===== src/rtl/issue_ctrl_pkg.sv =====
// Shared types for the issue controller: FSM state encoding and register-index sizing.
// Pure declarations, no logic and no flow control.
package issue_ctrl_pkg;
    localparam int REG_W = 5;
    localparam int NREGS = 1 << REG_W;

    typedef enum logic [1:0] {
        IDLE    = 2'd0,
        MEM_REQ = 2'd1,
        MEM_WB  = 2'd2
    } state_t;
endpackage


===== src/rtl/issue_scoreboard.sv =====
// Pending-write scoreboard: one bit per architectural register, with set/clear ports and three read checks.
// Read checks are combinational from the registered vector; set/clear land at the clock edge, and no backpressure exists here.
module issue_scoreboard
    import issue_ctrl_pkg::*;
(
    input  logic             clk,
    input  logic             rst,
    input  logic             set_en,
    input  logic [REG_W-1:0] set_idx,
    input  logic             clr_en,
    input  logic [REG_W-1:0] clr_idx,
    input  logic [REG_W-1:0] rs1,
    input  logic [REG_W-1:0] rs2,
    input  logic [REG_W-1:0] rd,
    output logic [NREGS-1:0] pending,
    output logic             rs1_hit,
    output logic             rs2_hit,
    output logic             rd_hit
);

    logic [NREGS-1:0] pending_nxt;

    // Clear first so that a same-cycle set of the same register wins; x0 is never tracked.
    always_comb begin
        pending_nxt = pending;
        if (clr_en)
            pending_nxt[clr_idx] = 1'b0;
        if (set_en && (set_idx != '0))
            pending_nxt[set_idx] = 1'b1;
    end

    always_ff @(posedge clk or posedge rst) begin
        if (rst)
            pending <= '0;
        else
            pending <= pending_nxt;
    end

    assign rs1_hit = pending[rs1];
    assign rs2_hit = pending[rs2];
    assign rd_hit  = pending[rd];

endmodule


===== src/rtl/issue_ctrl.sv =====
// Scoreboard issue controller: hazard stalls, single-outstanding memory sequencing, and ALU/load write-port arbitration.
// ex_valid one cycle after accept, ALU wb ALU_LAT later; dec_ready drops on hazards or while the memory path is busy.
module issue_ctrl
    import issue_ctrl_pkg::*;
#(
    parameter int ALU_LAT = 1,
    parameter int CNT_W   = 16
) (
    input  logic             clk,
    input  logic             rst,
    input  logic             dec_valid,
    output logic             dec_ready,
    input  logic [REG_W-1:0] dec_rs1,
    input  logic [REG_W-1:0] dec_rs2,
    input  logic             dec_use_rs2,
    input  logic [REG_W-1:0] dec_rd,
    input  logic             dec_reg_write,
    input  logic             dec_mem_read,
    input  logic             dec_mem_write,
    output logic             ex_valid,
    output logic             mem_req,
    output logic             mem_we,
    input  logic             mem_ack,
    output logic             wb_valid,
    output logic [REG_W-1:0] wb_rd,
    output logic             wb_from_mem,
    output logic [CNT_W-1:0] stall_cnt,
    output logic             busy
);

    state_t           state;
    logic [REG_W-1:0] ld_rd;
    logic             ld_wr;

    logic [ALU_LAT:0] alu_vld;
    logic [REG_W-1:0] alu_rd [0:ALU_LAT];

    logic [NREGS-1:0] pending;
    logic             rs1_hit, rs2_hit, rd_hit;

    logic mem_op, hazard, block, accept, wr_any;
    logic alu_wr, ld_set, alu_wb, ld_ack, mem_wb;

    assign mem_op    = dec_mem_read | dec_mem_write;
    assign hazard    = rs1_hit | (dec_use_rs2 & rs2_hit) | (dec_reg_write & rd_hit);
    assign block     = (state == MEM_WB) | (mem_op & (state != IDLE));
    assign dec_ready = !hazard && !block;
    assign accept    = dec_valid & dec_ready;
    assign wr_any    = dec_reg_write & (dec_rd != '0);

    assign alu_wr = accept & wr_any & !mem_op;
    assign ld_set = accept & wr_any & dec_mem_read & !dec_mem_write;

    // ALU results own the write port; load data waits (in MEM_WB) for a free cycle.
    assign alu_wb = alu_vld[ALU_LAT];
    assign ld_ack = (state == MEM_REQ) & mem_ack;
    assign mem_wb = !alu_wb & ((ld_ack & ld_wr) | (state == MEM_WB));

    assign wb_valid    = alu_wb | mem_wb;
    assign wb_rd       = alu_wb ? alu_rd[ALU_LAT] : ld_rd;
    assign wb_from_mem = mem_wb;
    assign busy        = (|pending) | (|alu_vld) | (state != IDLE);

    issue_scoreboard u_sb (
        .clk     (clk),
        .rst     (rst),
        .set_en  (alu_wr | ld_set),
        .set_idx (dec_rd),
        .clr_en  (wb_valid),
        .clr_idx (wb_rd),
        .rs1     (dec_rs1),
        .rs2     (dec_rs2),
        .rd      (dec_rd),
        .pending (pending),
        .rs1_hit (rs1_hit),
        .rs2_hit (rs2_hit),
        .rd_hit  (rd_hit)
    );

    always_ff @(posedge clk or posedge rst) begin
        if (rst) begin
            state   <= IDLE;
            mem_req <= 1'b0;
            mem_we  <= 1'b0;
            ld_rd   <= '0;
            ld_wr   <= 1'b0;
        end else begin
            case (state)
                IDLE: begin
                    if (accept && mem_op) begin
                        state   <= MEM_REQ;
                        mem_req <= 1'b1;
                        mem_we  <= dec_mem_write;
                        ld_rd   <= dec_rd;
                        ld_wr   <= dec_mem_read & !dec_mem_write & wr_any;
                    end
                end
                MEM_REQ: begin
                    if (mem_ack) begin
                        mem_req <= 1'b0;
                        mem_we  <= 1'b0;
                        state   <= (ld_wr && alu_wb) ? MEM_WB : IDLE;
                    end
                end
                MEM_WB: begin
                    if (!alu_wb)
                        state <= IDLE;
                end
                default: begin
                    state   <= IDLE;
                    mem_req <= 1'b0;
                    mem_we  <= 1'b0;
                end
            endcase
        end
    end

    always_ff @(posedge clk or posedge rst) begin
        if (rst) begin
            ex_valid  <= 1'b0;
            alu_vld   <= '0;
            stall_cnt <= '0;
            for (int i = 0; i <= ALU_LAT; i++)
                alu_rd[i] <= '0;
        end else begin
            ex_valid   <= accept;
            alu_vld[0] <= alu_wr;
            alu_rd[0]  <= dec_rd;
            for (int i = 1; i <= ALU_LAT; i++) begin
                alu_vld[i] <= alu_vld[i-1];
                alu_rd[i]  <= alu_rd[i-1];
            end
            if (dec_valid && !dec_ready && (stall_cnt != '1))
                stall_cnt <= stall_cnt + 1'b1;
        end
    end

endmodule


===== config.mk =====
export PLATFORM = sky130hd
export DESIGN_NAME = issue_ctrl
export DESIGN_NICKNAME = d
export VERILOG_FILES = /design/src/rtl/issue_ctrl_pkg.sv /design/src/rtl/issue_scoreboard.sv /design/src/rtl/issue_ctrl.sv
export SDC_FILE = /design/constraint.sdc
export NUM_CORES = 1
export LEC_CHECK = 0
export CORE_AREA = 2 2 90 114
export CTS_CLUSTER_DIAMETER = 150
export DETAILED_ROUTE_END_ITERATION = 8
export DIE_AREA = 0 0 92 116
export SETUP_SLACK_MARGIN = 0.5
export SLEW_MARGIN = 20
export SYNTH_ARGS = -nofsm -noshare
export SYNTH_HDL_FRONTEND = slang
export SYNTH_SLANG_ARGS = --single-unit

===== constraint.sdc =====
create_clock -name clk -period 3.22 [get_ports clk]
set_input_delay 0.483 -clock clk [delete_from_list [all_inputs] [get_ports clk]]
set_output_delay 0.483 -clock clk [all_outputs]
set_load 0.05 [all_outputs]

==> summary.txt, run 1 <==
Die
  – Die W: 92 um
  – Die Span Y: 116 um
  – Die area: 10700 sq um
  – Core area: 9510 sq um
  – # IOs: 51
  – Starting Density: 39.6%
  – Site Rows: 40

Synth
  – Simple-gate area share of the yosys netlist: 15.2%
  – Post-synth EDFFs: 0
  – Cell area after synthesis: 3760 sq um
  – Synth warnings: 0
  – Flops & latches, synth: 71
  – Post-synthesis mux area share: 18.5%
  – Seq/Total Area, Yosys: 47.2%
  – Main combinational cell family by area after synthesis: multiplexers
  – Synth Area in XOR/XNOR: 3.49%
  – Post-synth top flop: dfrtp_1
  – Fraction of the mapped netlist area in adder cells: 0.332%
  – Compound-Gate Fraction of Synth Area: 12.8%
  – Async SR Flop Fraction: 100%
  – Mapped Cells: 350
  – Syn Nets: 374
  – Syn Area/Cell: 10.8 sq um
  – Distinct cells, synth: 41

Pwr
  – Leakage power: 2.47 nW
  – PwrDens: 660 nW/um^2
  – Peak supply drop: 335 uV

Cells and area
  – Final Instance Area: 5650 sq um
  – Area delta synth->final: 50.2%
  – Nets: 495
  – Ant diodes: 0
  – # fillers: 805
  – Share of layout cells above drive strength 1: 37.4%

GRT
  – GRT Total Usage: 21.9%
  – GRT overflow: 0
  – Vias in the first global route: 3377
  – GR peak layer: met2
  – Met1 Usage GRT: 24.6%
  – Pin count of the biggest net entering global routing: 52
  – Initial antenna violation count: 0
  – First-pass GRT wire length: 17700 um
  – Met2 Use GR: 40.1%
  – Grt met3 use: 5.27%

Routing
  – Post-DRT Antenna Nets: 0
  – Final WL: 11400 um
  – Vias per std cell: 5.68
  – Drt initial violations: 221
  – DR DRC count: 0
  – Avg WL per Cell: 19.0 um
  – Total number of vias: 3421
  – DRT Pass-1 Iters: 5

STA
  – Sum Neg Setup Slack: 0 ns
  – Worst slack on hold paths: 0.347 ns
  – Post-route minimum period: 2.91 ns
  – RSZ-0062 raised after global routing: yes
  – Fin. Hold Viols: 0
  – Clock Skew: 0.00673 ns
  – Final worst-path cycle share: 90.3%
  – Final setup fails: 0
  – Rel. slew slack: 35.0%
  – Slew @ Worst Pin: 0.973 ns
  – Slew Limit Fails: 0
  – Fmax: 0.344 GHz

Clock network
  – Cts hold-fix bufs: 0
  – Skew-Pair Late Insertion Delay: 0.34 ns
  – H-tree Lvls: 3
  – CTS Buffer Depth: 2
  – CTS Buf Count: 9
  – Clock slew at the register clock pins of the worst setup and hold paths: 0.06 ns
  – Clock Tree Root: clkbuf_16
  – CTS tree: built
  – TritonCTS sink count: 71

Worst setup path
  – Critical path cell sequence: mux4_2 -> mux4_2 -> nand2b_1 -> nand3_2 -> buf_6 -> nor3_4 -> buf_12
  – Worst Setup Path Type: flip-flop to output port
  – Critical path's most frequent cell: mux4_2
  – Crit. End Element: output port
  – Slowest-stage cell, CP: mux4_2
  – Arrival time at the worst endpoint: 2.43 ns
  – R2R setup slack: 0.40 ns
  – Crit path largest cell delay: 0.48 ns
  – WP data required: 2.74 ns
  – Startpoint types: flip-flop
  – Critical path peak fanout: 5

Flow run
  – Max Cap Violations: 0

Placement
  – Post-DP Area: 4700 sq um
  – GP Congestion: 0.825
  – I/O Buffers: 50
  – DP HPWL: 7870 um

Hold path
  – Min-Delay Path Class: flip-flop to flip-flop

Outcome
  – Status: finished clean
-- placed cells by master (no fill, tap or decap), drive strengths merged, types with 3 or more instances in the layout --
| cell type | synthesis | layout |
|---|---|---|
| a22oi | 3 | 3 |
| mux4 | 15 | 15 |
| xnor2 | 4 | 4 |
| buf | 4 | 72 |
| xor2 | 11 | 11 |
| o22ai | 9 | 9 |
| mux2 | 6 | 6 |
| nor3 | 9 | 9 |
| o21ai | 63 | 63 |
| clkbuf | 6 | 13 |
| or3b | 3 | 3 |
| nand2b | 4 | 4 |
| inv | 14 | 15 |
| nand4 | 6 | 6 |
| mux2i | 29 | 29 |
| nor4 | 14 | 14 |
| dlymetal6s2s | 0 | 3 |
| dlygate4sd2 | 0 | 8 |
| nor2b | 4 | 4 |
| dfrtp | 71 | 71 |
| nor2 | 17 | 17 |
| nand3b | 5 | 5 |
| nand2 | 17 | 17 |
| clkdlybuf4s50 | 0 | 36 |
| nand3 | 14 | 14 |
-- worst max-delay path: cells and delay by family (launching register included) --
kind | cells | cell delay, ns
flops | 1 | 0.43
buf+inv | 2 | 0.30
simple gates | 3 | 0.41
mux | 2 | 0.95
-- cells by family after synthesis --
family / count (synthesis)
and+or+nand+nor: 103
AOI/OAI and AO/OA: 86
DFF: 71
muxes: 50
buffers and inverters: 24
xor gates and xnor gates: 15
adders and majority gates: 1
-- cells in the mapped netlist, types with 9 or more instances --
cell,count,area share [%]
o22ai_1,9,1.5
dfrtp_1,71,47
nand2_1,17,1.7
nor2_1,17,1.7
mux4_2,15,9.0
o21ai_0,63,8.4
xor2_1,11,2.6
nand3_1,14,1.9
nor3_1,9,1.2
inv_1,14,1.4
mux2i_1,29,7.7
nor4_1,14,2.3
-- area by class of cell --
cell class	instances	area, sq um	area share, %
clock buffers	12	256	4.54
clock inverters	4	76.3	1.35
inverters	14	52.6	0.930
multi-input cells	255	2190	38.8
flip-flops and latches	71	1780	31.6
well taps	126	158	2.79
repair buffers	120	1130	20.0
-- sequential cells by signal, summed over array words and instances (netlist names) --
name / cells
stall_cnt: 16
state: 2
alu_rd: 10
ex_valid: 1
mem_we: 1
ld_wr: 1
alu_vld: 2
mem_req: 1
ld_rd: 5
u_sb.pending: 32
-- per-stage QoR --
step	setup slack (ns)	cells	power [W]	utilization, %
floorplan	0.298	350	0.00200	-
global placement	-0.170	549	0.00244	49.4
detailed placement	-0.275	549	0.00246	49.4
CTS	0.271	591	0.00365	56.3
global route	0.207	602	0.00391	59.4
finish	0.312	602	0.00373	59.4
-- metal layers --
layer | part of all wire, % | vias up
met1 | 38 | 1675
met5 | 0 | -
met2 | 53 | 144
met3 | 5.8 | 29
met4 | 2.7 | 0
li1 | - | 1573
-- power by group --
part / leakage, nW / switching, W / internal [W]
registers: 0.906 / 0.000159 / 0.00105
clock network: 0.159 / 0.000373 / 0.000723
logic: 1.41 / 0.000832 / 0.000594
total: 2.47 / 0.00136 / 0.00236
-- final timing paths --
path	start	to	cells after the start
setup / recovery	u_sb.pending[5]	dec_ready	7
hold / removal	alu_rd[8]	alu_rd[3]	0
setup reg to reg	u_sb.pending[5]	u_sb.pending[31]	10
hold reg to reg	alu_rd[8]	alu_rd[3]	0
max in group asynchronous	rst	u_sb.pending[11]	3
min in group asynchronous	rst	mem_we	2
-- what timing repair did --
item / 4_1_cts / 5_1_grt
pin swaps: 8 / 4
gates resized for setup: 73 / 59
setup buffers: 26 / 11
setup endpoints to repair: 60 / 63
Note: power is estimated with default switching activity, not from simulation.
==> run 2: changes to the inputs <==
--- a/config.mk
+++ b/config.mk
@@ -9,6 +9,7 @@
 export CTS_CLUSTER_DIAMETER = 150
 export DETAILED_ROUTE_END_ITERATION = 8
 export DIE_AREA = 0 0 92 116
+export DONT_BUFFER_PORTS = 1
 export SETUP_SLACK_MARGIN = 0.5
 export SLEW_MARGIN = 20
 export SYNTH_ARGS = -nofsm -noshare
==> summary.txt, run 2 (synthesized netlist as in run 1, its figures left out) <==
Die
  – # IOs: 51 (unchanged)
  – Core area: 9510 sq um (unchanged)
  – Die Span Y: 116 um (unchanged)
  – Die area: 10700 sq um (unchanged)
  – Site Rows: 40 (unchanged)
  – Die W: 92 um (unchanged)
  – Starting Density: 39.6% (unchanged)

Cells and area
  – Max FFs per register: 32 (unchanged)
  – Area of the multi-input gates: 1990 sq um (was 2190 sq um)
  – Nets: 412 (was 495)
  – Storage cell area: 1780 sq um (about the same)
  – Final cell count without fillers: 518 (was 602)
  – # fillers: 872 (was 805)
  – Area delta synth->final: 22.6% (was 50.2%)
  – Ant diodes: 0 (unchanged)
  – Most frequent cells in the layout: 69 x dfrtp_1, 36 x o21ai_0, 31 x buf_4 (was 65 x dfrtp_1, 54 x buf_4, 36 x clkdlybuf4s50_1)
  – Share of layout cells above drive strength 1: 25.3% (was 37.4%)
  – Leading cell type in the layout, fill and taps excluded: dfrtp_1 (unchanged)
  – Biggest regs: u_sb.pending x32, stall_cnt x16, alu_rd x10 (unchanged)
  – Biggest register: u_sb.pending (unchanged)

Outcome
  – Status: finished clean (unchanged)

Clock network
  – Clock Tree Root: clkbuf_16 (unchanged)
  – Clock slew at the register clock pins of the worst setup and hold paths: 0.06 ns (about the same)
  – H-tree Lvls: 3 (unchanged)
  – CTS tree: built (unchanged)
  – TritonCTS sink count: 71 (unchanged)
  – CTS Buffer Depth: 2 (unchanged)
  – Skew-Pair Late Insertion Delay: 0.33 ns (was 0.34 ns)
  – CTS Buf Count: 9 (unchanged)

GRT
  – GRT Total Usage: 22.0% (was 21.9%)
  – First-pass GRT wire length: 18000 um (was 17700 um)
  – Vias in the first global route: 3309 (was 3377)
  – GRT overflow: 0 (unchanged)
  – Pin count of the biggest net entering global routing: 36 (was 52)
  – Initial antenna violation count: 0 (unchanged)

Worst setup path
  – Worst Setup Path Type: flip-flop to output port (unchanged)
  – WP data required: 2.74 ns (about the same)
  – Arrival time at the worst endpoint: 2.41 ns (was 2.43 ns)
  – Startpoint types: flip-flop (unchanged)
  – Crit. End Element: output port (unchanged)
  – Critical path peak fanout: 3 (was 5)

Routing
  – DR DRC count: 0 (unchanged)
  – Post-DRT Antenna Nets: 0 (unchanged)
  – Total number of vias: 3219 (was 3421)
  – Avg WL per Cell: 21.7 um (was 19.0 um)
  – Final WL: 11300 um (was 11400 um)
  – Vias per std cell: 6.21 (was 5.68)
  – Drt initial violations: 285 (was 221)
  – DRT Pass-1 Iters: 5 (unchanged)

Pwr
  – P_int: 0.00211 W (was 0.00236 W)
  – Total power: 0.00340 W (was 0.00373 W)
  – Flop pwr share: 39.4% (was 32.3%)
  – Sw frac: 37.9% (was 36.6%)
  – Clock network power share: 32.4% (was 29.4%)
  – Peak supply drop: 365 uV (was 335 uV)
  – PwrDens: 737 nW/um^2 (was 660 nW/um^2)
  – Logic pwr share: 28.2% (was 38.3%)
  – Leakage power: 1.99 nW (was 2.47 nW)
  – Switching pwr: 0.00129 W (was 0.00136 W)

Hold path
  – Min-Delay Path Class: input port to asynchronous set/reset pin (was flip-flop to flip-flop)

STA
  – Post-route minimum period: 2.89 ns (was 2.91 ns)
  – Worst slack on hold paths: 0.153 ns (was 0.347 ns)
  – Final setup fails: 0 (unchanged)
  – RSZ-0062 raised after global routing: yes (unchanged)
  – Clock Skew: 0.00549 ns (was 0.00673 ns)
  – Fmax: 0.346 GHz (was 0.344 GHz)
  – Slew Limit Fails: 0 (unchanged)
  – Rel. slew slack: 36.4% (was 35.0%)
  – Fin. Hold Viols: 0 (unchanged)
  – Sum Neg Setup Slack: 0 ns (unchanged)
  – Final worst-path cycle share: 89.7% (was 90.3%)
  – Slew @ Worst Pin: 0.951 ns (was 0.973 ns)

Placement
  – Cells after DPL: 480 (was 549)
  – I/O Buffers: 0 (was 50)
  – DP HPWL: 7840 um (was 7870 um)
  – GP Congestion: 0.973 (was 0.825)

Flow run
  – Max Cap Violations: 0 (unchanged)
==> run 2: layout make-up <==
cell class,count,share of cell area [%]
multi-input combinational,255,43.2
timing repair buffer,37,6.51
inverter,14,1.14
sequential,71,38.6
tap,126,3.42
clock buffer,11,5.48
clock inverter,4,1.68
==> run 2: critical path: stages (launching register included) <==
cell	delay, ns
dfrtp_1	0.40
mux4_2	0.48
mux4_2	0.51
nand2b_4	0.10
nand3_4	0.08
nor3_4	0.50
==> run 2: what timing repair did <==
action / 4_1_cts / 5_1_grt
endpoints found under the setup margin: 39 / 39
hold buffers: 0 / 0
pin swaps: 5 / 4
resized for setup: 6 / 46
setup buffers: 22 / 1
==> run 2: final timing paths <==
| kind | startpoint | endpoint | slack (ns) | cells past startpoint |
|---|---|---|---|---|
| min reg2reg | alu_rd[7] | alu_rd[2] | 0.35 | 0 |
| min in group clk | dec_rd[4] | alu_rd[9] | 0.17 | 0 |
| max | u_sb.pending[15] | dec_ready | 0.33 | 5 |
| max in group asynchronous | rst | u_sb.pending[16] | 2.32 | 2 |
| max reg2reg | u_sb.pending[15] | u_sb.pending[17] | 0.49 | 10 |
| min | rst | mem_req | 0.15 | 1 |
==> run 2: metrics by stage <==
| step | instance area [sq um] | setup slack (ns) | utilization [%] |
|---|---|---|---|
| floorplan | 3810 | 0.298 | - |
| global placement | 4010 | 0.298 | 42.1 |
| detailed placement | 4010 | 0.252 | 42.1 |
| CTS | 4520 | 0.292 | 47.6 |
| global route | 4610 | 0.288 | 48.5 |
| finish | 4610 | 0.332 | 48.5 |
==> run 2: routing by layer <==
metal	GRT usage [%]	part of all wire (%)	vias up	wire length [um]
met1	24.0	36	1570	4070
met4	12.8	5.0	0	560
met3	6.05	8.2	55	920
met2	38.4	51	199	5710
met5	0	0	-	0
li1	-	-	1395	-
==> run 2: power groups by stage <==
stage	clock network [W]	logic, W	registers (W)
2_1_floorplan	0	0.000640	0.00136
3_3_place_gp	0	0.000825	0.00136
3_5_place_dp	0	0.000836	0.00137
4_1_cts	0.00111	0.000923	0.00134
5_1_grt	0.00115	0.00104	0.00136
6_report	0.00110	0.000959	0.00134
